`config.mk`:
```
export PLATFORM = sky130hd
export DESIGN_NAME = vram_cpu_port
export DESIGN_NICKNAME = d
export VERILOG_FILES = /design/src/rtl/vram_pkg.sv /design/src/rtl/lsb_onehot_enc.sv /design/src/rtl/vram_cpu_port.sv
export SDC_FILE = /design/constraint.sdc
export NUM_CORES = 1
export LEC_CHECK = 0
export BUFFER_PORTS_ARGS = -buffer_cell sky130_fd_sc_hd__buf_2
export CAP_MARGIN = 15
export CORE_MARGIN = 1.5
export CORE_UTILIZATION = 52
export DETAILED_ROUTE_END_ITERATION = 12
export PLACE_DENSITY_LB_ADDON = 0.08
export SETUP_SLACK_MARGIN = 0.02
export SLEW_MARGIN = 20
export SYNTH_ARGS = -nofsm -noshare
export SYNTH_HDL_FRONTEND = slang
export SYNTH_SLANG_ARGS = --single-unit
```
`constraint.sdc`:
```
create_clock -name clk_sys -period 5.7 [get_ports clk_sys]
set_clock_uncertainty 0.05 [all_clocks]
set_input_delay 0.57 -clock clk_sys [delete_from_list [all_inputs] [get_ports clk_sys]]
set_output_delay 0.57 -clock clk_sys [all_outputs]
set_load 0.01 [all_outputs]
```
`src/rtl/vram_pkg.sv`:
```
// Shared constants, types and helpers for the CPU-side VRAM plane port.
package vram_pkg;

  localparam int unsigned AW     = 13;
  localparam int unsigned PLANES = 6;
  localparam int unsigned PW     = 3;
  localparam int unsigned DW     = 8;
  localparam int unsigned RAW    = AW + PW;

  localparam logic [PW-1:0] PLANE_FG1 = 3'd0;
  localparam logic [PW-1:0] PLANE_FG2 = 3'd1;
  localparam logic [PW-1:0] PLANE_FG3 = 3'd2;
  localparam logic [PW-1:0] PLANE_BG1 = 3'd3;
  localparam logic [PW-1:0] PLANE_BG2 = 3'd4;
  localparam logic [PW-1:0] PLANE_BG3 = 3'd5;

  localparam logic [DW-1:0] RD_INVALID = 8'hFF;

  typedef enum logic [1:0] {
    ST_IDLE,
    ST_WR,
    ST_RD_ISS,
    ST_RD_WAIT
  } state_e;

  typedef struct packed {
    logic           we;
    logic [RAW-1:0] addr;
    logic [DW-1:0]  wdata;
  } ram_req_t;

  // rsel is one-based: 1..6 map onto planes fg1..bg3, anything else reads as invalid
  function automatic logic rsel_valid(input logic [PW-1:0] rsel);
    return (rsel >= PW'(PLANE_FG1 + 3'd1)) && (rsel <= PW'(PLANE_BG3 + 3'd1));
  endfunction

endpackage

```
`src/rtl/lsb_onehot_enc.sv`:
```
// Lowest-set-bit encoder: returns the index of the lowest pending plane.
module lsb_onehot_enc
  import vram_pkg::*;
(
  input  logic [PLANES-1:0] vec,
  output logic [PW-1:0]     idx_c,
  output logic              none_c
);

  // Scan from the top so the lowest set bit is the last one to win
  always_comb begin
    idx_c  = '0;
    none_c = 1'b1;
    for (int i = PLANES - 1; i >= 0; i--) begin
      if (vec[i]) begin
        idx_c  = PW'(i);
        none_c = 1'b0;
      end
    end
  end

endmodule

```
`src/rtl/vram_cpu_port.sv`:
```
// CPU write/read port of the plane VRAM; shares the single-port RAM with video
// fetch, which always wins the cycle.
module vram_cpu_port
  import vram_pkg::*;
(
  input  logic           clk_sys,
  input  logic           reset_n,
  input  logic           cpu_wr,
  input  logic           cpu_rd,
  input  logic [AW-1:0]  cpu_addr,
  input  logic [DW-1:0]  cpu_din,
  output logic [DW-1:0]  cpu_dout,
  output logic           cpu_wait,
  output logic           cpu_done,
  input  logic           wmask_we,
  input  logic           rsel_we,
  input  logic [7:0]     io_data,
  input  logic           vid_req,
  input  logic [AW-1:0]  vid_addr,
  input  logic [PW-1:0]  vid_plane,
  output logic [DW-1:0]  vid_data,
  output logic           vid_ack,
  output logic [RAW-1:0] ram_addr,
  output logic           ram_we,
  output logic [DW-1:0]  ram_wdata,
  input  logic [DW-1:0]  ram_rdata
);

  state_e            state_q, state_d;
  logic [PLANES-1:0] wmask_q;
  logic [PLANES-1:0] pend_q, pend_d;
  logic [PW-1:0]     rsel_q;
  logic [AW-1:0]     addr_q, addr_d;
  logic [DW-1:0]     data_q, data_d;
  logic [DW-1:0]     dout_d;
  logic              done_d, wait_d;
  logic [PW-1:0]     low_idx;
  logic              low_none;
  logic              rsel_ok;
  ram_req_t          seq_req, ram_req;
  logic              unused_io;

  assign unused_io = ^io_data[7:PLANES];
  assign rsel_ok   = rsel_valid(rsel_q);

  lsb_onehot_enc u_lsb_enc (
    .vec    (pend_q),
    .idx_c  (low_idx),
    .none_c (low_none)
  );

  // State register
  always_ff @(posedge clk_sys or negedge reset_n) begin
    if (!reset_n) state_q <= ST_IDLE;
    else          state_q <= state_d;
  end

  // Next state and sequencer datapath
  always_comb begin
    state_d = state_q;
    pend_d  = pend_q;
    addr_d  = addr_q;
    data_d  = data_q;
    case (state_q)
      ST_IDLE: begin
        if (cpu_wr) begin
          addr_d = cpu_addr;
          data_d = cpu_din;
          pend_d = wmask_q;
          if (wmask_q != '0) state_d = ST_WR;
        end else if (cpu_rd) begin
          addr_d = cpu_addr;
          if (rsel_ok) state_d = ST_RD_ISS;
        end
      end
      ST_WR: begin
        if (low_none) begin
          state_d = ST_IDLE;
        end else if (!vid_req) begin
          pend_d = pend_q & ~(PLANES'(1) << low_idx);
          if (pend_d == '0) state_d = ST_IDLE;
        end
      end
      ST_RD_ISS:  if (!vid_req) state_d = ST_RD_WAIT;
      ST_RD_WAIT: state_d = ST_IDLE;
      default:    state_d = ST_IDLE;
    endcase
  end

  // Sequencer RAM request and next values of the registered CPU outputs
  always_comb begin
    seq_req       = '0;
    seq_req.addr  = {PW'(0), addr_q};
    seq_req.wdata = data_q;
    done_d        = 1'b0;
    dout_d        = cpu_dout;
    wait_d        = (state_d != ST_IDLE);
    case (state_q)
      ST_IDLE: begin
        if (cpu_wr) begin
          done_d = (wmask_q == '0);
        end else if (cpu_rd && !rsel_ok) begin
          done_d = 1'b1;
          dout_d = RD_INVALID;
        end
      end
      ST_WR: begin
        seq_req.we   = !low_none;
        seq_req.addr = {low_idx, addr_q};
        done_d       = (state_d == ST_IDLE);
      end
      ST_RD_ISS: seq_req.addr = {PW'(rsel_q - PW'(1)), addr_q};
      ST_RD_WAIT: begin
        done_d = 1'b1;
        dout_d = ram_rdata;
      end
      default: ;
    endcase
  end

  // Video owns the RAM in any cycle it requests it
  always_comb begin
    ram_req = seq_req;
    if (vid_req) begin
      ram_req.we   = 1'b0;
      ram_req.addr = {vid_plane, vid_addr};
    end
  end

  assign ram_we    = ram_req.we;
  assign ram_addr  = ram_req.addr;
  assign ram_wdata = ram_req.wdata;
  assign vid_data  = vid_ack ? ram_rdata : '0;

  // Control registers, latched access and registered outputs
  always_ff @(posedge clk_sys or negedge reset_n) begin
    if (!reset_n) begin
      wmask_q  <= '0;
      rsel_q   <= '0;
      pend_q   <= '0;
      addr_q   <= '0;
      data_q   <= '0;
      cpu_dout <= '0;
      cpu_wait <= 1'b0;
      cpu_done <= 1'b0;
      vid_ack  <= 1'b0;
    end else begin
      if (wmask_we) wmask_q <= io_data[PLANES-1:0];
      if (rsel_we)  rsel_q  <= io_data[PW-1:0];
      pend_q   <= pend_d;
      addr_q   <= addr_d;
      data_q   <= data_d;
      cpu_dout <= dout_d;
      cpu_wait <= wait_d;
      cpu_done <= done_d;
      vid_ack  <= vid_req;
    end
  end

endmodule
```
# Yosys cells after proc, flatten, opt, wreduce, memory -nomap -nowiden
# Index checks and enable logic that the tools add are counted.
[totals] regBits=49 output_inout_bits=44 elab_cells=78
[classes] n_addsub=1 magnitude_cmp=2 eq_ne=8 n_shift=1 muxes=37 n_bitwise=2 n_reduce_logical=17
[op_table] operator="$pmux W16 S2" count=1
[op_table] operator="$mux W13" count=2
[op_table] operator="$mux W8" count=3
[op_table] operator="$mux W3" count=6
[op_table] operator="$mux W6" count=3
[op_table] operator="$mux W17" count=1
[op_table] operator="$mux W2" count=8
[op_table] operator="$pmux W8 S2" count=1
[op_table] operator="$logic_not A6 Y1" count=2
[op_table] operator="$pmux W6 S2" count=1
[op_table] operator="$ne A2 B2 Y1 const B" count=5
[op_table] operator="$mux W1" count=9
[op_table] operator="$pmux W2 S4" count=1
[op_table] operator="$reduce_bool A2 Y1" count=4
[op_table] operator="$and A6 B6 Y6" count=1
[op_table] operator="$not A6 Y6" count=1
[op_table] operator="$reduce_bool A6 Y1" count=1
[op_table] operator="$shl A1 B3 Y6 const A" count=1
[op_table] operator="$eq A2 B2 Y1 const B" count=2
[op_table] operator="$logic_not A2 Y1" count=2
[op_table] operator="$reduce_and A2 Y1" count=2
[op_table] operator="$reduce_and A4 Y1" count=1
[op_table] operator="$ge A3 B1 Y1 const B" count=1
[op_table] operator="$le A3 B3 Y1 const B" count=1
[op_table] operator="6 further kinds" count=8

# Logic depth before layout (Yosys ltp)
[depth] depth_word=16 mapped_depth=8 mapped_depth_nobuf=7

# Hierarchy
# From an unflattened synthesis, not the netlist that was laid out.
[hier_totals] cells_unflattened=252 area_unflattened_um2=2685.1
[modules_own_cells] mod="vram_cpu_port" n_inst=1 cells_per_inst=242 area_each_um2=2625.0
[modules_own_cells] mod="lsb_onehot_enc" n_inst=1 cells_per_inst=10 area_each_um2=60.1

# Least setup slack after synthesis
# No wires, ideal clock.
[synth_timing] path_type="input to output" start="in vid_req" end="out ram_addr[10]" arrival_ps=1601 setup_slack_ps=3479 path_stages=3 path_buffers=2 cell_sequence="clkbuf_1 -> buf_1 -> mux2_2"
[synth_via] elab_chain_len=1
[synth_lines] element="start: declaration" line="vram_cpu_port.sv:18" source="input logic vid_req,"
[synth_lines] element="$mux W17" line="vram_cpu_port.sv:124" source="if (vid_req) begin"
[synth_lines] element="end: declaration" line="vram_cpu_port.sv:23" source="output logic [RAW-1:0] ram_addr,"
# Every way passes these cells.

# Worst setup path after layout
[layout_timing] start="reg state_q[0]" end="out ram_addr[14]"
[layout_via] elab_chain_len=3 word_cells_on_any_way=4
[layout_lines] element="start: declaration" line="vram_cpu_port.sv:29" source="state_e state_q, state_d;"
[layout_lines] element="start signal: assignment" line="vram_cpu_port.sv:55" source="else state_q <= state_d;"
[layout_lines] element="$eq A2 B2 Y1 or $eq A2 B1 Y1 (tied branches)" line="vram_cpu_port.sv:98" source="case (state_q)"
[layout_lines] element="$pmux W16 S2 *" line="vram_cpu_port.sv:98"
[layout_lines] element="$mux W17 *" line="vram_cpu_port.sv:124"
# Mark *: on every way between the ends. The rest lies on a longest branch, timed or not.

==> run summary <==
Main area contributors after synthesis -> dfrtp_1 (49%), mux2_2 (22%), ha_1 (3.5%), o21ai_0 (3.2%), and2_1 (2.2%)
Die height -> 72.5 µm
Status -> complete, no violations
CP startpoint -> state_q[0]$_DFF_PN0_
Critical Path Fanout Max -> 6
Max clock buf depth -> 2
Number of buffers created by CTS -> 5
Worst setup path class -> register to output pin
Tmin final -> 2.49 ns
Sequential area share after synthesis -> 0.489
Endpoints failing setup -> 0
Initial antenna violation count -> 0
Clock transition at the registers of the reported paths -> 0.09 ns
GRT Util Overall -> 0.205
Final count of pins violating max slew -> 0
Mapped Nets -> 280
Layout Area Growth over Synthesis -> 27.3%
Post-synth EDFFs -> 0
# port buffers -> 101
Post-Syn Instances -> 213
Hold Fails Final Rpt -> 0
Gp weighted congestion -> 0.878
Clock sink count -> 49
Peak supply drop -> 245 µV
Ys Warns -> 0
CTS H-tree depth -> 2
#FFs+latches synth -> 49
Clk root buf -> clkbuf_8
Die area -> 5250 µm²
FF-to-FF path depth -> 6
Reg2Reg Setup Slack -> 3.50 ns
Routed Wire Length -> 5310 µm
Reg2reg start -> state_q[0]$_DFF_PN0_
Setup TNS -> 0 ns
GRT Residual Overflow -> 0
Core ar. -> 4690 µm²
DR vias -> 1969
Post-CTS Resized -> 0
Startpoint Class -> register
Commonest cells post-synth -> dfrtp_1 (49), mux2_2 (49), o21ai_0 (16)
Avg Cell Area, Syn -> 11.8 µm²
RSZ-0062 raised after global routing -> false
P_leak -> 1.49 nW
DR iter-0 viols -> 133
Post-CTS Hold Buffers -> 0
Initial core utilization -> 0.535
Critical Path RT -> 5.08 ns
First-pass iteration count of the detailed router -> 4
Ys flop type -> dfrtp_1
Fmax -> 402 MHz
Chip Width -> 72.5 µm
Tightest Hold Check Type -> input port to asynchronous set/reset pin
Vias/cell -> 5.32
Data arrival, critical path -> 1.87 ns
Setup Buffers After CTS -> 0
WL per Instance -> 14.3 µm
First-pass GRT wire length -> 8380 µm
PwrDens -> 461 nW/µm²
# rows -> 25
Least-Margin Pin Slew -> 0.663 ns
Later-pin clock latency in the skew report -> 0.29 ns
N_diodes -> 0
Area leader, netlist -> dfrtp_1
NumNets Final -> 382
Placed cell area -> 3060 µm²
Type of element capturing the critical path -> output pin
Place WS -> 3.52 ns
CTS tree -> done
R2R Path End -> pend_q[2]$_DFFE_PN0P_
Post-synthesis cell type count -> 37
Filler cells -> 382
Largest net degree at the start of global routing -> 50
Max-slew headroom -> 0.558
Post-route cell area -> 3190 µm²
I/O pin total -> 104
Async SR Flop Fraction -> 1.00
Maxcap violations -> 0
Cell Area, Synth -> 2510 µm²
Placed wire-length estimate -> 3950 µm
Worst setup endpoint -> ram_addr[14]
DRC Markers -> 0
Share of cells above drive strength 1 -> 0.532
Final Cycle Share -> 0.436
Post-route ant nets -> 0
Post-route worst setup slack -> 3.21 ns
Yosys top cell area share -> 0.489
Vias in the first global route -> 1851
-- placed cells by master (no fill, tap or decap), drive strengths merged, types with 7 or more instances in the layout --
master  Yosys  final
ha          7      7
and2        9      9
dfrtp      49     49
mux2       49     49
nand2      13     13
o21ai      18     18
a21oi       7      7
nand2b      9      9
inv        10     10
buf         2    102
-- metrics by stage --
stage,total power [mW],hold slack (ns),instances,utilization
after floorplan,0.998,0.224,213,-
after global placement,1.18,0.432,362,0.651
after detailed placement,1.19,0.438,362,0.651
after CTS,1.48,0.339,370,0.680
after global routing,1.57,0.364,370,0.681
final,1.47,0.317,370,0.681
-- final cells by class --
class,count,area (µm²),share of cell area
clock buffers,5,68.8,0.0216
clock inverters,3,65.1,0.0204
inverters,10,37.5,0.0118
multi-input cells,147,1210,0.380
flip-flops and latches,49,1230,0.384
well taps,54,67.6,0.0212
repair buffers,102,513,0.161
-- how the worst min path moves through the flow --
stage / startpoint / cells past startpoint / to / slack (ns)
final: reset_n / 2 / pend_q[3]$_DFFE_PN0P_ / 0.32
after global routing: reset_n / 2 / pend_q[4]$_DFFE_PN0P_ / 0.36
after CTS: reset_n / 2 / pend_q[4]$_DFFE_PN0P_ / 0.34
after detailed placement: cpu_dout[4]$_DFFE_PN0P_ / 1 / cpu_dout[4]$_DFFE_PN0P_ / 0.44
after global placement: cpu_dout[7]$_DFFE_PN0P_ / 1 / cpu_dout[7]$_DFFE_PN0P_ / 0.43
after floorplan: reset_n / 0 / addr_q[0]$_DFFE_PN0P_ / 0.22
-- critical path, stage by stage (launching register included) --
cell	delay, ns
dfrtp_1	0.44
inv_1	0.17
ha_1	0.32
inv_1	0.11
o22ai_1	0.18
nand2_1	0.08
o21ai_0	0.13
buf_2	0.15
-- power by group --
| group | internal, mW | leakage, nW | switching, mW |
|---|---|---|---|
| clock network | 0.174 | 0.0681 | 0.113 |
| logic | 0.310 | 0.859 | 0.303 |
| registers | 0.480 | 0.564 | 0.0917 |
| total | 0.964 | 1.49 | 0.508 |
-- per-layer routing --
layer	vias up	wire [µm]	GRT usage
li1	958	-	-
met3	10	388	0.0625
met1	921	2340	0.272
met4	0	80	0.0524
met2	80	2500	0.331
met5	-	0	0
-- state kept, by name, summed over array words and instances (netlist names) --
name       flops
addr_q        13
cpu_done       1
cpu_dout       8
cpu_wait       1
pend_q         6
ram_wdata      8
rsel_q         3
state_q        2
vid_ack        1
wmask_q        6
-- logic make-up (layout without fill, tap and decap cells) --
logic type,Yosys count,after routing,share of synthesized area
muxes,49,49,0.220
and+or+nand+nor,48,48,0.105
adders and majority gates,8,8,0.0389
DFF,49,49,0.489
AOI/OAI and AO/OA,41,41,0.116
buffers and inverters,17,120,0.0284
xor gates and xnor gates,1,1,0.00349
Note: power is estimated with default switching activity, not from simulation.
